$ cat config.mk
export PLATFORM = sky130hd
export DESIGN_NAME = alu_writeback_stage
export DESIGN_NICKNAME = d
export VERILOG_FILES = /design/src/rtl/alu_writeback_stage.sv
export SDC_FILE = /design/constraint.sdc
export NUM_CORES = 1
export LEC_CHECK = 0
export ABC_AREA = 1
export CAP_MARGIN = 20
export CORE_UTILIZATION = 54
export DETAILED_ROUTE_END_ITERATION = 10
export PLACE_DENSITY = 0.82
export SLEW_MARGIN = 15
export SYNTH_ARGS = -nofsm -noshare
export SYNTH_HDL_FRONTEND = slang
export SYNTH_SLANG_ARGS = --single-unit
$ cat constraint.sdc
create_clock -name clk -period 2.91 [get_ports clk]
set_input_delay 0.291 -clock clk [delete_from_list [all_inputs] [get_ports clk]]
set_output_delay 0.291 -clock clk [all_outputs]
set_load 0.02 [all_outputs]
$ cat src/rtl/alu_writeback_stage.sv
// Writeback stage behind ALU_16bit: a 2-entry result buffer that retires to the accumulator or the shared RF port.
// Optional feature: define STICKY_OVF_EN for a sticky overflow flag that is cleared by ovf_clr.
module alu_writeback_stage #(
    parameter int WIDTH = 16,
    parameter int DEPTH = 2,
    parameter int AW    = 3
) (
    input  logic             clk,
    input  logic             rst_n,
    input  logic             in_valid,
    output logic             in_ready,
    input  logic [WIDTH-1:0] alu_out,
    input  logic             alu_zero,
    input  logic             alu_ovf,
    input  logic [AW-1:0]    dest,
    input  logic             upd_flags,
    output logic             rf_req,
    input  logic             rf_gnt,
    output logic             rf_we,
    output logic [AW-1:0]    rf_waddr,
    output logic [WIDTH-1:0] rf_wdata,
    output logic [WIDTH-1:0] acc,
    output logic             flag_z,
    output logic             flag_v,
    input  logic             ovf_clr,
    output logic             busy
);

    typedef enum logic [1:0] {S_EMPTY, S_ONE, S_TWO} state_t;

    state_t           r_state;
    logic [WIDTH-1:0] r_data [DEPTH];
    logic [AW-1:0]    r_tag  [DEPTH];
    logic             r_zero [DEPTH];
    logic             r_ovf  [DEPTH];
    logic             r_upd  [DEPTH];
    logic             r_rd;
    logic             r_wr;
    logic [WIDTH-1:0] r_acc;
    logic             r_flag_z;
    logic             r_flag_v;

    logic             w_busy;
    logic             w_head_is_acc;
    logic             w_pop;
    logic             w_push;

    assign w_busy        = (r_state != S_EMPTY);
    assign w_head_is_acc = (r_tag[r_rd] == '0);
    // Accumulator retires unconditionally; RF entries wait for the shared port grant.
    assign w_pop         = w_busy & (w_head_is_acc | rf_gnt);
    assign in_ready      = (r_state != S_TWO) | w_pop;
    assign w_push        = in_valid & in_ready;

    assign busy     = w_busy;
    assign rf_req   = w_busy & ~w_head_is_acc;
    assign rf_we    = rf_req & rf_gnt;
    assign rf_waddr = w_busy ? r_tag[r_rd]  : '0;
    assign rf_wdata = w_busy ? r_data[r_rd] : '0;
    assign acc      = r_acc;
    assign flag_z   = r_flag_z;
    assign flag_v   = r_flag_v;

`ifndef STICKY_OVF_EN
    logic w_unused_ovf_clr;
    assign w_unused_ovf_clr = ovf_clr;
`endif

    always_ff @(posedge clk or negedge rst_n) begin
        if (!rst_n) begin
            r_state  <= S_EMPTY;
            r_rd     <= 1'b0;
            r_wr     <= 1'b0;
            r_acc    <= '0;
            r_flag_z <= 1'b0;
            r_flag_v <= 1'b0;
            for (int i = 0; i < DEPTH; i++) begin
                r_data[i] <= '0;
                r_tag[i]  <= '0;
                r_zero[i] <= 1'b0;
                r_ovf[i]  <= 1'b0;
                r_upd[i]  <= 1'b0;
            end
        end else begin
            if (w_push) begin
                r_data[r_wr] <= alu_out;
                r_tag[r_wr]  <= dest;
                r_zero[r_wr] <= alu_zero;
                r_ovf[r_wr]  <= alu_ovf;
                r_upd[r_wr]  <= upd_flags;
                r_wr         <= ~r_wr;
            end
            if (w_pop) begin
                r_rd <= ~r_rd;
                if (w_head_is_acc) r_acc <= r_data[r_rd];
                if (r_upd[r_rd]) r_flag_z <= r_zero[r_rd];
            end
`ifdef STICKY_OVF_EN
            // Clear takes priority over a same-cycle overflow retire.
            if (ovf_clr)
                r_flag_v <= 1'b0;
            else if (w_pop && r_upd[r_rd])
                r_flag_v <= r_flag_v | r_ovf[r_rd];
`else
            if (w_pop && r_upd[r_rd]) r_flag_v <= r_ovf[r_rd];
`endif
            case (r_state)
                S_EMPTY: if (w_push) r_state <= S_ONE;
                S_ONE: begin
                    if (w_push && !w_pop)      r_state <= S_TWO;
                    else if (w_pop && !w_push) r_state <= S_EMPTY;
                end
                S_TWO:   if (w_pop && !w_push) r_state <= S_ONE;
                default: r_state <= S_EMPTY;
            endcase
        end
    end

endmodule

==> Yosys cells after proc, flatten, opt, wreduce, memory -nomap -nowiden <==
Cells that the tools add are included.
{ "word_totals": {"wordCells": 81, "ff_bits": 66} }
{ "classes": {"reduce_logical": 12, "muxes": 33, "eq_ne": 6, "n_lt_le_gt_ge": 3, "n_bitwise": 11} }
{ "op_table": {"columns": ["op", "count"], "rows": [
  ["$mux W16", 5],
  ["$bwmux W32", 1],
  ["$demux W16 S1", 1],
  ["$mux W3", 5],
  ["$mux W1", 10],
  ["$mux W2", 4],
  ["$bwmux W2", 3],
  ["$bwmux W6", 1],
  ["$ne A2 B2 Y1 const B", 3],
  ["$pmux W2 S3", 1],
  ["$and A1 B1 Y1", 4],
  ["$ge A2 B2 Y1 const B", 2],
  ["$logic_and A1 B1 Y1", 4],
  ["$not A1 Y2", 2],
  ["$reduce_and A2 Y1", 2],
  ["$demux W3 S1", 1],
  ["$logic_not A3 Y1", 1],
  ["$ne A3 B3 Y1 const B", 1],
  ["$not A1 Y1", 3],
  ["$reduce_and A3 Y1", 1],
  ["$eq A2 B1 Y1 const B", 1],
  ["$eq A2 B2 Y1 const B", 1],
  ["$logic_not A1 Y1", 2],
  ["$logic_not A2 Y1", 1],
  ["4 further kinds", 5]
]} }

==> Logic depth before layout (Yosys ltp) <==
{ "depth": {"word_depth": 14, "ltp_mapped": 9, "mapped_depth_nobuf": 8} }

==> Worst setup path after synthesis <==
Ideal clock, no wire load.
{ "synth_timing": {"path_type": "reg2out", "startpoint": "register r_state[0]", "endpoint": "output port rf_wdata[10]", "t_arrival_ps": 1263, "path_buffers": 2, "path_stages_with_launch": 5, "setup_slack_ps": 1356, "t_required_ps": 2619, "cell_sequence": "dfrtp_1 -> nor2_1 -> clkbuf_1 -> clkbuf_1 -> nor2_1"} }
{ "synth_via": {"elab_chain_cells": 2} }
{ "synth_lines": {"columns": ["item", "line", "rtl"], "rows": [
  ["start: declaration", "31", "state_t r_state;"],
  ["start signal: assignment", "71", "r_state <= S_EMPTY;"],
  ["start signal: assignment", "108", "S_EMPTY: if (w_push) r_state <= S_ONE;"],
  ["start signal: assignment", "110", "if (w_push && !w_pop) r_state <= S_TWO;"],
  ["$reduce_bool A2 Y1", "48", "assign w_busy = (r_state != S_EMPTY);"],
  ["$mux W16", "59", "assign rf_wdata = w_busy ? r_data[r_rd] : '0;"],
  ["end: declaration", "21", "output logic [WIDTH-1:0] rf_wdata,"]
]} }
No other way between the ends.

==> Worst setup path after layout <==
{ "layout_timing": {"startpoint": "register r_rd", "endpoint": "output port in_ready"} }
{ "layout_via": {"elab_chain_cells": 8} }
{ "layout_lines": {"columns": ["item", "line", "rtl"], "rows": [
  ["start: declaration", "37", "logic r_rd;"],
  ["start signal: assignment", "94", "r_rd <= ~r_rd;"],
  ["$not A1 Y2 (not written as such)", "49", "assign w_head_is_acc = (r_tag[r_rd] == '0);"],
  ["$mux W3 (not written as such) (3 in a row)", "49", null],
  ["$logic_not A3 Y1", "49", null],
  ["$or A1 B1 Y1", "51", "assign w_pop = w_busy & (w_head_is_acc | rf_gnt);"],
  ["$and A1 B1 Y1", "51", null],
  ["$or A1 B1 Y1", "52", "assign in_ready = (r_state != S_TWO) | w_pop;"],
  ["end: declaration", "11", "output logic in_ready,"]
]} }
No other way between the ends. The select of a mux whose other input is x is not followed.

==> results.py <==
metrics = {
    "outcome": {
        "status": "completed",
    },
    "sta": {
        "final-setup-viol-count": 0,
        "worst_pin_slew_ps": 561.3,
        "slew_headroom_pct": 62.58,
        "fin_crit_ps": 2658,
        "post-route-period-util_pct": 91.36,
        "max_freq_mhz": 376.2,
        "finalClockSkew_ps": 7.985,
        "slew_violations": 0,
        "timing.setup.tns_ps": 0,
        "hold_ws_ps": 450.7,
        "hold_viol_final": 0,
        "rsz0062_at_grt": "false",
    },
    "clock_network": {
        "cts_made_buffers": 9,
        "path_clk_slew_ps": 70,
        "clock_sinks": 66,
        "cts-root-buf": "clkbuf_8",
        "htreeDepth": 3,
        "post_cts_buffers": 0,
        "clock_latency_ps": 330,
        "cts_buffer_depth": 2,
        "cts-resized-gates": 0,
        "cts_tree": "done",
    },
    "power_and_ir_drop": {
        "power.share.clock_pct": 14.9,
        "power.leakage_uw": 0.001938,
        "irDropWorstVdd_mv": 0.5708,
        "combPwrFrac_pct": 49.0,
        "swShare_pct": 41.21,
        "p_per_area_nw_per_um2": 1078,
        "p_int_uw": 2463,
        "seqPwrFrac_pct": 36.1,
        "p_sw_uw": 1726,
    },
    "layout": {
        "fill_cells": 434,
        "diodes": 0,
        "areaGrowthSynthToFinish_pct": 27.34,
        "drive_above_1_share_pct": 6.747,
        "final_util_pct": 71.03,
        "multi_input_area_sq_um": 1200,
        "seq_area_sq_um": 1652,
        "num-nets-final": 438,
    },
    "worst_setup_path": {
        "cp.arrival_ps": 2370,
        "cp_max_fo": 16,
        "crit_chain": "inv_2 > nand2_1 > nand2_1 > nand3_2 > nand3_2 > clkdlybuf4s50_1",
        "worstPathRequired_ps": 2620,
        "worstSetupPathType": "reg -> out",
        "cp-start-kind": "flop",
        "critPathMaxStageDelay_ps": 670,
        "slowest_stage": "dfrtp_1",
        "cp-end-kind": "output port",
    },
    "logic_synthesis": {
        "synth_commonest_cells": "127 x nand2_1, 66 x dfrtp_1, 46 x nand4_1",
        "ys_types": 16,
        "yosysWarnings": 0,
        "ys_ff_latch": 66,
        "synth.largest_area_cell": "dfrtp_1",
        "synth-seq-area-share_pct": 54.10,
        "synth_fp_nets": 376,
        "avgSynthCellArea_sq_um": 8.748,
        "ys_top_cells_by_area": "dfrtp_1 54%, nand2_1 16%, nand4_1 9.4%",
        "synth-edff-count": 0,
        "syn_area_sq_um": 3053,
        "synth_top_area_share_pct": 54.10,
        "async_reset_ff_share_pct": 100.0,
        "synthCells": 349,
        "synth.most_common_cell": "nand2_1",
        "ys.flop_type": "dfrtp_1",
    },
    "route": {
        "ant_nets": 0,
        "wl_per_cell_um": 13.97,
        "firstDrtPassIters": 4,
        "drc": 0,
        "drt_iter0_drc": 199,
        "dr_total_vias": 2662,
        "wl_um": 6805,
        "post_drt_via_cell_ratio": 5.466,
    },
    "place": {
        "numPortBuffers": 66,
        "gp_congestion": 0.8335,
        "dpl.hpwl_um": 4467,
    },
    "floorplanning": {
        "row_count": 27,
        "die_y_um": 77.19,
        "dieArea_sq_um": 5958,
        "initial_core_util_pct": 55.78,
        "fp.dieW_um": 77.19,
        "io_pins": 68,
        "coreArea_sq_um": 5473,
    },
    "global_routing": {
        "grt_max_degree": 47,
        "grt_usage_pct": 24.99,
        "grt_overflow": 0,
        "grt_util_met1_pct": 33.52,
        "grt_use_met3_pct": 4.762,
        "antenna_found_initial": 0,
        "grt_pass1_wl_um": 11630,
        "grt_busiest_layer": "met2",
        "grt_pass1_vias": 2512,
        "met2_usage_pct": 38.76,
    },
    "flow_run": {
        "maxCapViolCount": 0,
    },
    "min_path": {
        "hp-class": "in -> async",
    },
}
## placed cells by master (no fill, tap or decap)
cell               n
buf_2              1
buf_4             10
clkbuf_1           3
clkbuf_8           9
clkdlybuf4s50_1   65
clkinv_2           2
clkinvlp_4         1
dfrtp_1           66
dlygate4sd3_1      1
inv_1             13
inv_2              1
mux2i_1           18
nand2_1          127
nand3_1            5
nand3_2            4
nand4_1           46
nor2_1            23
o21ai_0           19
xor2_1             1
## critical path, delay by kind of cell (launching register included)
kind | cells | cell delay (ps)
buf+inv | 2 | 770
flops | 1 | 670
simple gates | 4 | 590
## sequential cells by signal, indices dropped and copies added (netlist names)
name	count
r_data	32
acc	16
r_tag	6
r_ovf	2
r_state	2
r_upd	2
r_zero	2
flag_v	1
flag_z	1
r_rd	1
r_wr	1
## power by group through the flow
stage / sequential, uW / clock (uW) / combinational (uW)
2_1_floorplan: 1580 / 0 / 1170
3_3_place_gp: 1510 / 0 / 2010
3_5_place_dp: 1520 / 0 / 2050
4_1_cts: 1510 / 633 / 2060
5_1_grt: 1560 / 675 / 2260
6_report: 1510 / 623 / 2050
## per-layer routing
metal	up-vias	wire, um	part of all wire (%)
met5	-	0	0
met4	0	145	2.1
met3	15	342	5.0
met2	81	3176	47
met1	1281	3141	46
li1	1285	-	-
## per-stage QoR
step	std cells	instance area [sq um]	total power [uW]	setup slack (ps)
finish	487	3887	4189	251.6
global route	487	3887	4491	82.98
CTS	487	3887	4201	252.6
detailed placement	471	3725	3568	515.3
global placement	471	3725	3519	552.8
floorplan	349	3053	2751	1356
## logic make-up (layout without fill, tap and decap cells)
kind of cell           after synthesis  in the layout  share of synthesized area [%]
buffers and inverters               40            106                          6.598
AO/OA/AOI/OAI                       19             19                          3.115
XOR/XNOR                             1              1                         0.2869
AND/OR/NAND/NOR                    205            205                          30.00
flip-flops                          66             66                          54.10
multiplexers                        18             18                          5.902
## final timing paths
check	from	endpoint	slack, ps	depth (start not counted)
setup / recovery	r_rd	in_ready	250	6
hold / removal	rst_n	acc[11]	450	2
setup reg to reg	r_rd	r_data[8]	490	9
hold reg to reg	r_data[1]	r_data[1]	470	2
max in group asynchronous	rst_n	r_data[23]	1520	3
min in group clk	r_data[1]	r_data[1]	470	2
## area by class of cell
type	instances	area share (%)
clock buffer	12	3.476
clock inverter	3	0.4506
inverter	14	1.352
multi-input combinational	243	30.87
sequential	66	42.48
tap	72	2.317
timing repair buffer	77	19.05
## timing repair
| action | 4_1_cts | 5_1_grt |
|---|---|---|
| endpoints found under the hold margin | 20 | 0 |
| hold buffers | 1 | 0 |
| setup endpoints to repair | 0 | 0 |
No activity file was read; power rests on OpenSTA's default activity.
